File: src/rtl/ma_rw_pipe_reg_if.sv
// MA -> RW pipeline register bus.
// Payload, valid/ready handshakes, flush and status.
interface ma_rw_pipe_reg_if #(
  parameter int PC_W   = 32,
  parameter int DATA_W = 32,
  parameter int IR_W   = 32,
  parameter int CTRL_W = 22,
  parameter int CNT_W  = 16
);
  logic              flush;
  logic              in_valid;
  logic              in_ready;
  logic [PC_W-1:0]   in_pc;
  logic [DATA_W-1:0] in_alu;
  logic [DATA_W-1:0] in_ld;
  logic [IR_W-1:0]   in_ir;
  logic [CTRL_W-1:0] in_ctrl;
  logic              out_valid;
  logic              out_ready;
  logic [PC_W-1:0]   out_pc;
  logic [DATA_W-1:0] out_alu;
  logic [DATA_W-1:0] out_ld;
  logic [IR_W-1:0]   out_ir;
  logic [CTRL_W-1:0] out_ctrl;
  logic [1:0]        occupancy;
  logic [CNT_W-1:0]  stall_cnt;

  modport master (
    output flush, in_valid, in_pc, in_alu,
    output in_ld, in_ir, in_ctrl, out_ready,
    input  in_ready, out_valid, out_pc,
    input  out_alu, out_ld, out_ir, out_ctrl,
    input  occupancy, stall_cnt
  );

  modport slave (
    input  flush, in_valid, in_pc, in_alu,
    input  in_ld, in_ir, in_ctrl, out_ready,
    output in_ready, out_valid, out_pc,
    output out_alu, out_ld, out_ir, out_ctrl,
    output occupancy, stall_cnt
  );
endinterface

File: src/rtl/ma_rw_pipe_reg.sv
// MA/RW pipeline register: 2-entry skid buffer,
// registered ready, flush and saturating stall counter.
module ma_rw_pipe_reg #(
  parameter int              PC_W     = 32,
  parameter int              DATA_W   = 32,
  parameter int              IR_W     = 32,
  parameter int              CTRL_W   = 22,
  parameter logic [IR_W-1:0] NOP_IR   = '0,
  parameter bit              NEG_EDGE = 1'b1,
  parameter int              CNT_W    = 16
) (
  input logic              clk,
  input logic              reset,
  ma_rw_pipe_reg_if.slave  bus
);
  localparam int W = PC_W + 2 * DATA_W + IR_W + CTRL_W;
  localparam logic [CNT_W-1:0] ONE =
    {{(CNT_W-1){1'b0}}, 1'b1};

  logic             aclk;
  logic [W-1:0]     in_word;
  logic [W-1:0]     main_q, main_d;
  logic [W-1:0]     skid_q, skid_d;
  logic             main_v_q, main_v_d;
  logic             skid_v_q, skid_v_d;
  logic             rdy_q;
  logic [CNT_W-1:0] stall_q, stall_d;
  logic             in_fire, out_fire;

  logic [PC_W-1:0]   m_pc;
  logic [DATA_W-1:0] m_alu, m_ld;
  logic [IR_W-1:0]   m_ir;
  logic [CTRL_W-1:0] m_ctrl;

  // Edge select folded into the clock so one register set serves both.
  assign aclk = NEG_EDGE ? ~clk : clk;

  assign in_word  = {bus.in_pc, bus.in_alu, bus.in_ld,
                     bus.in_ir, bus.in_ctrl};
  assign in_fire  = bus.in_valid & rdy_q;
  assign out_fire = main_v_q & bus.out_ready;

  always_comb begin
    main_d   = main_q;
    main_v_d = main_v_q;
    skid_d   = skid_q;
    skid_v_d = skid_v_q;
    if (bus.flush) begin
      main_v_d = 1'b0;
      skid_v_d = 1'b0;
    end else if (!main_v_q || out_fire) begin
      if (skid_v_q) begin
        main_d   = skid_q;
        main_v_d = 1'b1;
        skid_v_d = in_fire;
        if (in_fire) skid_d = in_word;
      end else begin
        main_v_d = in_fire;
        if (in_fire) main_d = in_word;
      end
    end else if (in_fire) begin
      skid_d   = in_word;
      skid_v_d = 1'b1;
    end
  end

  always_comb begin
    stall_d = stall_q;
    if (main_v_q && !bus.out_ready && !(&stall_q))
      stall_d = stall_q + ONE;
  end

  always_ff @(posedge aclk or posedge reset) begin
    if (reset) begin
      main_q   <= '0;
      skid_q   <= '0;
      main_v_q <= 1'b0;
      skid_v_q <= 1'b0;
      rdy_q    <= 1'b1;
      stall_q  <= '0;
    end else begin
      main_q   <= main_d;
      skid_q   <= skid_d;
      main_v_q <= main_v_d;
      skid_v_q <= skid_v_d;
      rdy_q    <= !skid_v_d;
      stall_q  <= stall_d;
    end
  end

  assign {m_pc, m_alu, m_ld, m_ir, m_ctrl} = main_q;

  // Bubble: zero payload so RW can never write a register.
  assign bus.in_ready  = rdy_q;
  assign bus.out_valid = main_v_q;
  assign bus.out_pc    = main_v_q ? m_pc : '0;
  assign bus.out_alu   = main_v_q ? m_alu : '0;
  assign bus.out_ld    = main_v_q ? m_ld : '0;
  assign bus.out_ir    = main_v_q ? m_ir : NOP_IR;
  assign bus.out_ctrl  = main_v_q ? m_ctrl : '0;
  assign bus.occupancy = {1'b0, main_v_q} + {1'b0, skid_v_q};
  assign bus.stall_cnt = stall_q;
endmodule

File: src/flat_wrapper.sv
// flat-port wrapper written by rule: the top's interface ports become plain ports
module ma_rw_pipe_reg_flat 
#(
  parameter int              PC_W     = 32,
  parameter int              DATA_W   = 32,
  parameter int              IR_W     = 32,
  parameter int              CTRL_W   = 22,
  parameter logic [IR_W-1:0] NOP_IR   = '0,
  parameter bit              NEG_EDGE = 1'b1,
  parameter int              CNT_W    = 16
)
  (clk, reset, bus_flush, bus_in_valid, bus_in_pc, bus_in_alu, bus_in_ld, bus_in_ir, bus_in_ctrl, bus_out_ready, bus_in_ready, bus_out_valid, bus_out_pc, bus_out_alu, bus_out_ld, bus_out_ir, bus_out_ctrl, bus_occupancy, bus_stall_cnt);
  ma_rw_pipe_reg_if #(.PC_W(PC_W), .DATA_W(DATA_W), .IR_W(IR_W), .CTRL_W(CTRL_W), .CNT_W(CNT_W)) bus_i ();
  input logic clk;
  input logic reset;
  input wire logic [$bits(bus_i.flush)-1:0] bus_flush;
  input wire logic [$bits(bus_i.in_valid)-1:0] bus_in_valid;
  input wire logic [$bits(bus_i.in_pc)-1:0] bus_in_pc;
  input wire logic [$bits(bus_i.in_alu)-1:0] bus_in_alu;
  input wire logic [$bits(bus_i.in_ld)-1:0] bus_in_ld;
  input wire logic [$bits(bus_i.in_ir)-1:0] bus_in_ir;
  input wire logic [$bits(bus_i.in_ctrl)-1:0] bus_in_ctrl;
  input wire logic [$bits(bus_i.out_ready)-1:0] bus_out_ready;
  output wire logic [$bits(bus_i.in_ready)-1:0] bus_in_ready;
  output wire logic [$bits(bus_i.out_valid)-1:0] bus_out_valid;
  output wire logic [$bits(bus_i.out_pc)-1:0] bus_out_pc;
  output wire logic [$bits(bus_i.out_alu)-1:0] bus_out_alu;
  output wire logic [$bits(bus_i.out_ld)-1:0] bus_out_ld;
  output wire logic [$bits(bus_i.out_ir)-1:0] bus_out_ir;
  output wire logic [$bits(bus_i.out_ctrl)-1:0] bus_out_ctrl;
  output wire logic [$bits(bus_i.occupancy)-1:0] bus_occupancy;
  output wire logic [$bits(bus_i.stall_cnt)-1:0] bus_stall_cnt;
  assign bus_i.flush = bus_flush;
  assign bus_i.in_valid = bus_in_valid;
  assign bus_i.in_pc = bus_in_pc;
  assign bus_i.in_alu = bus_in_alu;
  assign bus_i.in_ld = bus_in_ld;
  assign bus_i.in_ir = bus_in_ir;
  assign bus_i.in_ctrl = bus_in_ctrl;
  assign bus_i.out_ready = bus_out_ready;
  assign bus_in_ready = bus_i.in_ready;
  assign bus_out_valid = bus_i.out_valid;
  assign bus_out_pc = bus_i.out_pc;
  assign bus_out_alu = bus_i.out_alu;
  assign bus_out_ld = bus_i.out_ld;
  assign bus_out_ir = bus_i.out_ir;
  assign bus_out_ctrl = bus_i.out_ctrl;
  assign bus_occupancy = bus_i.occupancy;
  assign bus_stall_cnt = bus_i.stall_cnt;
  ma_rw_pipe_reg #(.PC_W(PC_W), .DATA_W(DATA_W), .IR_W(IR_W), .CTRL_W(CTRL_W), .NOP_IR(NOP_IR), .NEG_EDGE(NEG_EDGE), .CNT_W(CNT_W)) u_core (.clk(clk), .reset(reset), .bus(bus_i));
endmodule
File: config.mk
export PLATFORM = sky130hd
export DESIGN_NAME = ma_rw_pipe_reg_flat
export DESIGN_NICKNAME = d
export VERILOG_FILES = /design/src/rtl/ma_rw_pipe_reg_if.sv /design/src/rtl/ma_rw_pipe_reg.sv /design/src/flat_wrapper.sv
export SDC_FILE = /design/constraint.sdc
export NUM_CORES = 1
export LEC_CHECK = 0
export ABC_AREA = 1
export ABC_CLOCK_PERIOD_IN_PS = 27300
export BUFFER_PORTS_ARGS = -buffer_cell sky130_fd_sc_hd__buf_4
export CAP_MARGIN = 5
export CORE_MARGIN = 1
export CORE_UTILIZATION = 35
export DETAILED_ROUTE_END_ITERATION = 10
export SLEW_MARGIN = 20
export SYNTH_ARGS = -nofsm -noshare
export SYNTH_HDL_FRONTEND = slang
export SYNTH_SLANG_ARGS = --single-unit
File: constraint.sdc
create_clock -name clk -period 27.3 [get_ports clk]
set_input_delay 1.365 -clock clk [delete_from_list [all_inputs] [get_ports clk]]
set_output_delay 1.365 -clock clk [all_outputs]
set_load 0.03 [all_outputs]
## Yosys cells after proc, flatten, opt, wreduce, memory -nomap -nowiden

Index checks and enable logic that the tools add are counted.

- Add/subtract/negate cells: 2
- Eq/ne operators: 1
- Mux-type cells: 17
- Bitwise operators: 3
- Reduce and logical (&&, ||, !) cells: 12

Operator list:

| operator | count |
|---|---|
| $mux 150 | 5 |
| $mux 32 | 4 |
| $mux 22 | 1 |
| $add 16x1->16 const B | 1 |
| $reduce_and 16->1 | 1 |
| $mux 1 | 7 |
| $logic_not 1->1 | 4 |
| $reduce_bool 2->1 | 2 |
| $reduce_and 3->1 | 1 |
| $add 1x1->2 | 1 |
| $and 1x1->1 | 2 |
| $logic_and 1x1->1 | 2 |
| $ne 2x1->1 const B | 1 |
| $reduce_and 2->1 | 1 |
| $logic_or 1x1->1 | 1 |
| $not 1->1 | 1 |

- Register bits: 319
- Input port bits: 155
- Output and inout bits: 170
- Word-level logic and storage cells: 41

## Longest topological paths before layout

Gate-level depths: netlist (run 1).

- Depth after elaboration: 5
- Mapped depth: 9
- Mapped depth without buffers: 8

==> summary.md, run 1 <==
| Metric | Value |
|---|---|
| Fraction of layout instances using a drive strength above 1 | between 10% and 20% |
| Largest net degree at the start of global routing | 111 |
| Post-Syn Area | 14900 um^2 |
| Max VDD drop | 0.0361 mV |
| Initial antenna violation count | 0 |
| Initial Util | 35.5% |
| Final WL | between 30000 and 40000 um |
| Die area | roughly 43000 um^2 |
| Fill cells | 4171 |
| Pins over their slew limit | 0 |
| Final WS setup | between 9 and 10 ns |
| Reg-to-Reg Start | u_core.bus.out_valid |
| Gpl congestion | 0.805 |
| Register Area | about 8000 um^2 |
| Rows | 75 |
| Area Growth Syn to Fin | 25.8% |
| Top cells by instance count after synthesis | 668 x nand2_1, 325 x inv_1, 318 x dfrtn_1 |
| Initial DRC Count | between 900 and 1000 |
| Routed WL per cell | between 10 and 15 um |
| Largest area contributor in the netlist | dfrtn_1 |
| Worst path slowest cell | dfrtn_1 |
| Chip width | 208 um |
| Final Hold Vio Count | 0 |
| Yosys reg bits | 319 |
| Top cells by area, synth | dfrtn_1 53%, nand2_1 17%, inv_1 8.2%, a31oi_1 6.3%, nor2_1 4.2% |
| Mapped Cells | 1936 |
| Seq/Total Area, Yosys | 53.5% |
| CP Capture Type | primary output |
| Slew headroom | ~31% |
| N_diodes | 0 |
| Worst EP required | 25.93 ns |
| Setup crit start | u_core.bus.out_valid |
| Post-DRT Antenna Nets | 0 |
| CP max stage delay | approximately 0.73 ns |
| Worst-Skew Late Latency | 0.59 ns |
| Clk_skew | 0.0665 ns |
| Slew @ Worst Pin | 1.04 ns |
| Worst Setup Start Kind | register |
| Setup CP Type | register to primary output |
| Hold Crit Depth | 2 |
| Postcts setup bufs | 0 |
| First-pass GRT wire length | between 60000 and 70000 um |
| Vias/cell | 4.63 |
| Layout Nets | 2354 |
| TritonCTS buffer count | 37 |
| Leak Pwr | 10.5 nW |
| Number of synthesized flops with an enable pin | 0 |
| Overall Global Routing Usage | 18.1% |
| CTS Hold Bufs | 0 |
| Vias in the first global route | 12047 |
| Core area | 41900 um^2 |
| Worst Hold Launch | u_core.skid_q[58] |
| Synth top area share | 53.4% |
| Pre-antenna DRT Iters | 5 |
| # setup viols final | 0 |
| Top_reg_cell synth | dfrtn_1 |
| RSZ-0062 raised after global routing | false |
| Worst Path Arrival | about 17 ns |
| Area of the multi-input gates | 5070 um^2 |
| MaxCap Viol Count | 0 |
| FF-to-FF path depth | 7 |
| Post-cts resize count | 0 |
| Die Ht | 208 um |
| Crit path cell chain | buf_4 -> buf_4 -> ha_1 -> buf_4 |
| H-tree Lvls | 2 |
| Synth Warn # | 0 |
| DRC violations left | 0 |
| Vias | between 10000 and 15000 |
| CTS Buffer Depth | 3 |
| Post-Place Setup Slack | 9.53 ns |
| Clock sinks | 319 |
| Io pins | approximately 330 |
| Syn Nets | 2093 |
| Power density cells | 77.2 nW/um^2 |
| Port Buffers | 324 |
| Syn avg cell area | just under 8 um^2 |
| Fin Setup TNS | 0 ns |
| CTS tree | done |
| CP max FO | 70 |
| HPWL Detailed | 24900 um |
| Status | finished clean |
| CTS clock-pin slew for the worst setup and hold paths | around 0.04 ns |
| Async S/R FF share, synth | 100% |
| Critical path's most frequent cell | buf_4 |
| Total gr overflow | 0 |
| CTS Root Cell | clkbuf_16 |
| Min-Delay Path Class | register to register |
| Distinct cells, synth | 23 |
| Most frequent cell after synthesis | nand2_1 |
final timing paths:
path	to	slack (ns)
setup / recovery	bus_occupancy[0]	9.02
hold / removal	u_core.skid_q[58]	0.43
setup reg to reg	u_core.skid_q[122]	23.88
hold reg to reg	u_core.skid_q[58]	0.43
max in group asynchronous	u_core.main_q[112]	10.51
min in group asynchronous	u_core.skid_q[36]	14.48
per-stage QoR:
step,power [mW],util [%],hold slack (ns),instances,cell area (um^2)
floorplan,0.857,-,0.414,1936,14900
global placement,0.956,41.8,0.426,2696,17500
detailed placement,0.967,41.8,0.434,2696,17500
CTS,1.47,44.6,0.435,2761,18700
global route,1.53,44.7,0.448,2762,18800
finish,1.45,44.7,0.429,2762,18800
sequential cells by signal (all words and copies together), names as in the netlist:
signal and count:
u_core.bus.out_valid 1, u_core.bus.in_ready 1, u_core.main_q 150, u_core.skid_v_q 1, u_core.skid_q 150, u_core.bus.stall_cnt 16
kinds of logic after synthesis:
family,count (synthesis),synth area share [%]
AO/OA/AOI/OAI,306,11.5
XOR/XNOR,4,0.235
adder cells (fa/ha/maj),2,0.168
buffers and inverters,445,12.5
flip-flops,319,53.5
AND/OR/NAND/NOR,860,22.0
routing by layer:
metal	vias up	global-route usage, %	share of wire (%)
li1	6449	-	-
met1	5954	25.6	47
met2	326	28.2	46
met3	51	2.87	5.0
met4	0	5.90	2.0
met5	-	0	0
worst max-delay path: cells and delay by family (launching register included):
family / cells / cell delay, ns
buffers and inverters: 3 / 1.59
adders and majority gates: 1 / 0.35
DFF: 1 / 0.73
layout by cell type (no fill, tap or decap):
cell        synthesis  layout
inv_6               0       1
buf_6              11       2
nand3_1            12      12
clkinvlp_4          0       1
nand4_1            11      11
nand3b_1            1       1
xor2_1              3       3
dfrtn_1           318     318
inv_8               0       3
nand2_1           668     668
buf_16              0       1
clkbuf_8            0      12
inv_4               1       1
clkinv_2            0       3
clkbuf_16           0      39
a31oi_1           150     150
o21ai_1            50      50
nor2_1            165     165
xnor2_1             1       1
nand2_4             1       1
ha_1                2       2
dfstp_2             1       1
inv_1             325     324
o21ai_0           106     106
clkbuf_1           40       7
buf_4               9     337
nor2_2              2       2
clkinv_1            0       1
power breakdown:
part	internal, mW	total, mW	switching (mW)
registers	0.594	0.660	0.0657
logic	0.117	0.297	0.179
clock network	0.294	0.492	0.198
cell type report:
class / instances / area share (%)
flip-flops and latches: 319 / 42.6
multi-input cells: 1172 / 27.0
inverters: 326 / 6.62
well taps: 539 / 3.59
clock inverters: 8 / 0.267
repair buffers: 340 / 13.8
clock buffers: 58 / 6.22
No activity file was read; power rests on OpenSTA's default activity.
==> inputs of run 2 (changes only) <==
--- a/config.mk
+++ b/config.mk
@@ -6,7 +6,7 @@
 export NUM_CORES = 1
 export LEC_CHECK = 0
 export ABC_AREA = 1
-export ABC_CLOCK_PERIOD_IN_PS = 27300
+export ABC_CLOCK_PERIOD_IN_PS = 18600
 export BUFFER_PORTS_ARGS = -buffer_cell sky130_fd_sc_hd__buf_4
 export CAP_MARGIN = 5
 export CORE_MARGIN = 1
==> constraint.sdc (replaced) <==
create_clock -name clk -period 18.6 [get_ports clk]
set_input_delay 0.93 -clock clk [delete_from_list [all_inputs] [get_ports clk]]
set_output_delay 0.93 -clock clk [all_outputs]
set_load 0.03 [all_outputs]
==> run 2 against run 1 <==
Global-route usage is 0.20 points higher. Cell count is 0.33% lower. Power is 48% higher. Sequential share of layout area hardly changed.
==> summary.md, run 2 (synthesis results as in run 1) <==
| Metric | Value |
|---|---|
| Status | finished clean |
| HPWL Detailed | around 24000 um |
| Vias | approximately 13000 |
| DRC violations left | 0 |
| Initial antenna violation count | 0 |
| Rows | 75 |
| Critical path buffer and inverter count | 2 |
| Postcts setup bufs | 0 |
| Area after DPL | approximately 18000 um^2 |
| Core area | 41900 um^2 |
| Fill cells | approximately 4200 |
| Commonest cells after routing, fill and taps aside | 668 x nand2_1, 331 x buf_4, 324 x inv_1, 318 x dfrtn_1, 165 x nor2_1 |
| Reg-to-Reg Start | u_core.skid_v_q |
| Die area | 43400 um^2 |
| N_diodes | 0 |
| Total power | 2.15 mW |
| Min-Delay Path Class | register to register |
| FF-to-FF path depth | 6 |
| Post-DRT Antenna Nets | 0 |
| # setup viols final | 0 |
| Critical path's most frequent cell | buf_4 |
| CP max stage delay | around 0.76 ns |
| Post-Place Setup Slack | about 5.8 ns |
| CP Capture Type | primary output |
| Fraction of layout instances using a drive strength above 1 | 17.9% |
| First-pass GRT wire length | 64400 um |
| Io pins | 325 |
| Die Ht | between 200 and 250 um |
| Initial DRC Count | 820 |
| CP max FO | 90 |
| Grt met2 use | 29.2% |
| Slew @ Worst Pin | approximately 1.1 ns |
| CTS tree | done |
| Final Cell Area | 18800 um^2 |
| Worst-Skew Late Latency | around 0.58 ns |
| Initial Util | 35.5% |
| CTS Buffer Depth | 3 |
| Hold Path End | u_core.skid_q[53] |
| Worst Hold Launch | u_core.skid_q[53] |
| Clk_skew | around 0.058 ns |
| Crit path cell chain | buf_4 -> ha_1 -> buf_4 |
| Post-cts resize count | 0 |
| Area of the multi-input gates | 5070 um^2 |
| Slew headroom | between 20 and 30% |
| Pre-antenna DRT Iters | 5 |
| Routing usage on met1 | 24.7% |
| Worst Setup Start Kind | register |
| Layout Nets | approximately 2400 |
| Routed WL per cell | 14.3 um |
| Final WS setup | 6.00 ns |
| Leak Pwr | 10.5 nW |
| Pins over their slew limit | 0 |
| Worst EP required | approximately 18 ns |
| Largest net degree at the start of global routing | 161 |
| Total gr overflow | 0 |
| Hold Crit Depth | 2 |
| MaxCap Viol Count | 0 |
| Port Buffers | 324 |
| Final Hold Vio Count | 0 |
| Most crowded layer after global routing | met2 |
| Power density cells | roughly 110 nW/um^2 |
| Cells after DPL | 2692 |
| Setup CP Type | register to primary output |
| Vias in the first global route | about 12000 |
| Final non-filler cell total | 2753 |
| Vias/cell | between 4 and 5 |
| Leading cell type in the layout, fill and taps excluded | nand2_1 |
| Crit path max-delay family | buffers and inverters |
| Fin Setup TNS | 0 ns |
| R2R setup slack | 15.12 ns |
| Area Growth Syn to Fin | 25.8% |
| Clock sinks | ~320 |
| GRT met3 Usage | 3.68% |
| Worst path slowest cell | buf_4 |
| CTS clock-pin slew for the worst setup and hold paths | 0.04 ns |
| RSZ-0062 raised after global routing | false |
| Worst r2r dst | u_core.skid_q[117] |
| H-tree Lvls | 2 |
| Final WL | 39500 um |
| Register Area | 7980 um^2 |
| Worst Path Arrival | 11.67 ns |
| Overall Global Routing Usage | 18.3% |
| CTS Hold Bufs | 0 |
| Gpl congestion | 0.767 |
| Max VDD drop | around 0.07 mV |
| TritonCTS buffer count | 38 |
| Chip width | 208 um |
| CTS Root Cell | clkbuf_16 |
==> run 2: cell count changes in the layout (fill, tap and decap cells not counted), moves of 2 or more <==
cell | before | now
clkbuf_16 | 39 | 41
buf_12 | 0 | 3
buf_4 | 337 | 331
inv_8 | 3 | 1
clkbuf_8 | 12 | 4
bufinv_16 | 0 | 3
==> run 2: how the worst max path moves through the flow <==
stage,to,startpoint,cells after the start
after floorplan,u_core.bus.out_valid,reset,1
after global placement,u_core.skid_q[85],bus_out_ready,8
after detailed placement,u_core.skid_q[85],bus_out_ready,8
after CTS,bus_occupancy[0],u_core.bus.out_valid,3
after global routing,bus_occupancy[0],u_core.bus.out_valid,3
final,bus_occupancy[0],u_core.bus.out_valid,3
==> run 2: area by class of cell <==
type	instances	area share, %
clock buffer	51	5.88
clock inverter	11	0.714
inverter	326	6.60
multi-input combinational	1172	27.0
sequential	319	42.6
tap	539	3.60
timing repair buffer	335	13.6
==> run 2: worst register-to-register path: stages, from the launching register on <==
cell and delay (ns):
dfrtn_1 0.47, inv_4 0.61, nand2_1 0.16, nand4_1 0.10, buf_4 0.74, buf_4 0.86, o21ai_0 0.32
==> run 2: routing by layer <==
layer	routed length, um	part of all wire (%)
met2	18100	46
met4	984	2.5
met3	2210	5.6
met1	18200	46
met5	0	0
==> run 2: through the flow <==
| stage | utilization (%) | hold slack, ns |
|---|---|---|
| 2_1_floorplan | - | 0.414 |
| 3_3_place_gp | 41.8 | 0.426 |
| 3_5_place_dp | 41.8 | 0.433 |
| 4_1_cts | 44.7 | 0.435 |
| 5_1_grt | 44.7 | 0.444 |
| 6_report | 44.7 | 0.431 |
==> run 2: power breakdown <==
part	internal (mW)	total [mW]	switching [mW]
Combinational	0.172	0.439	0.267
Clock	0.455	0.744	0.289
Sequential	0.873	0.964	0.0912
Total	1.50	2.15	0.647
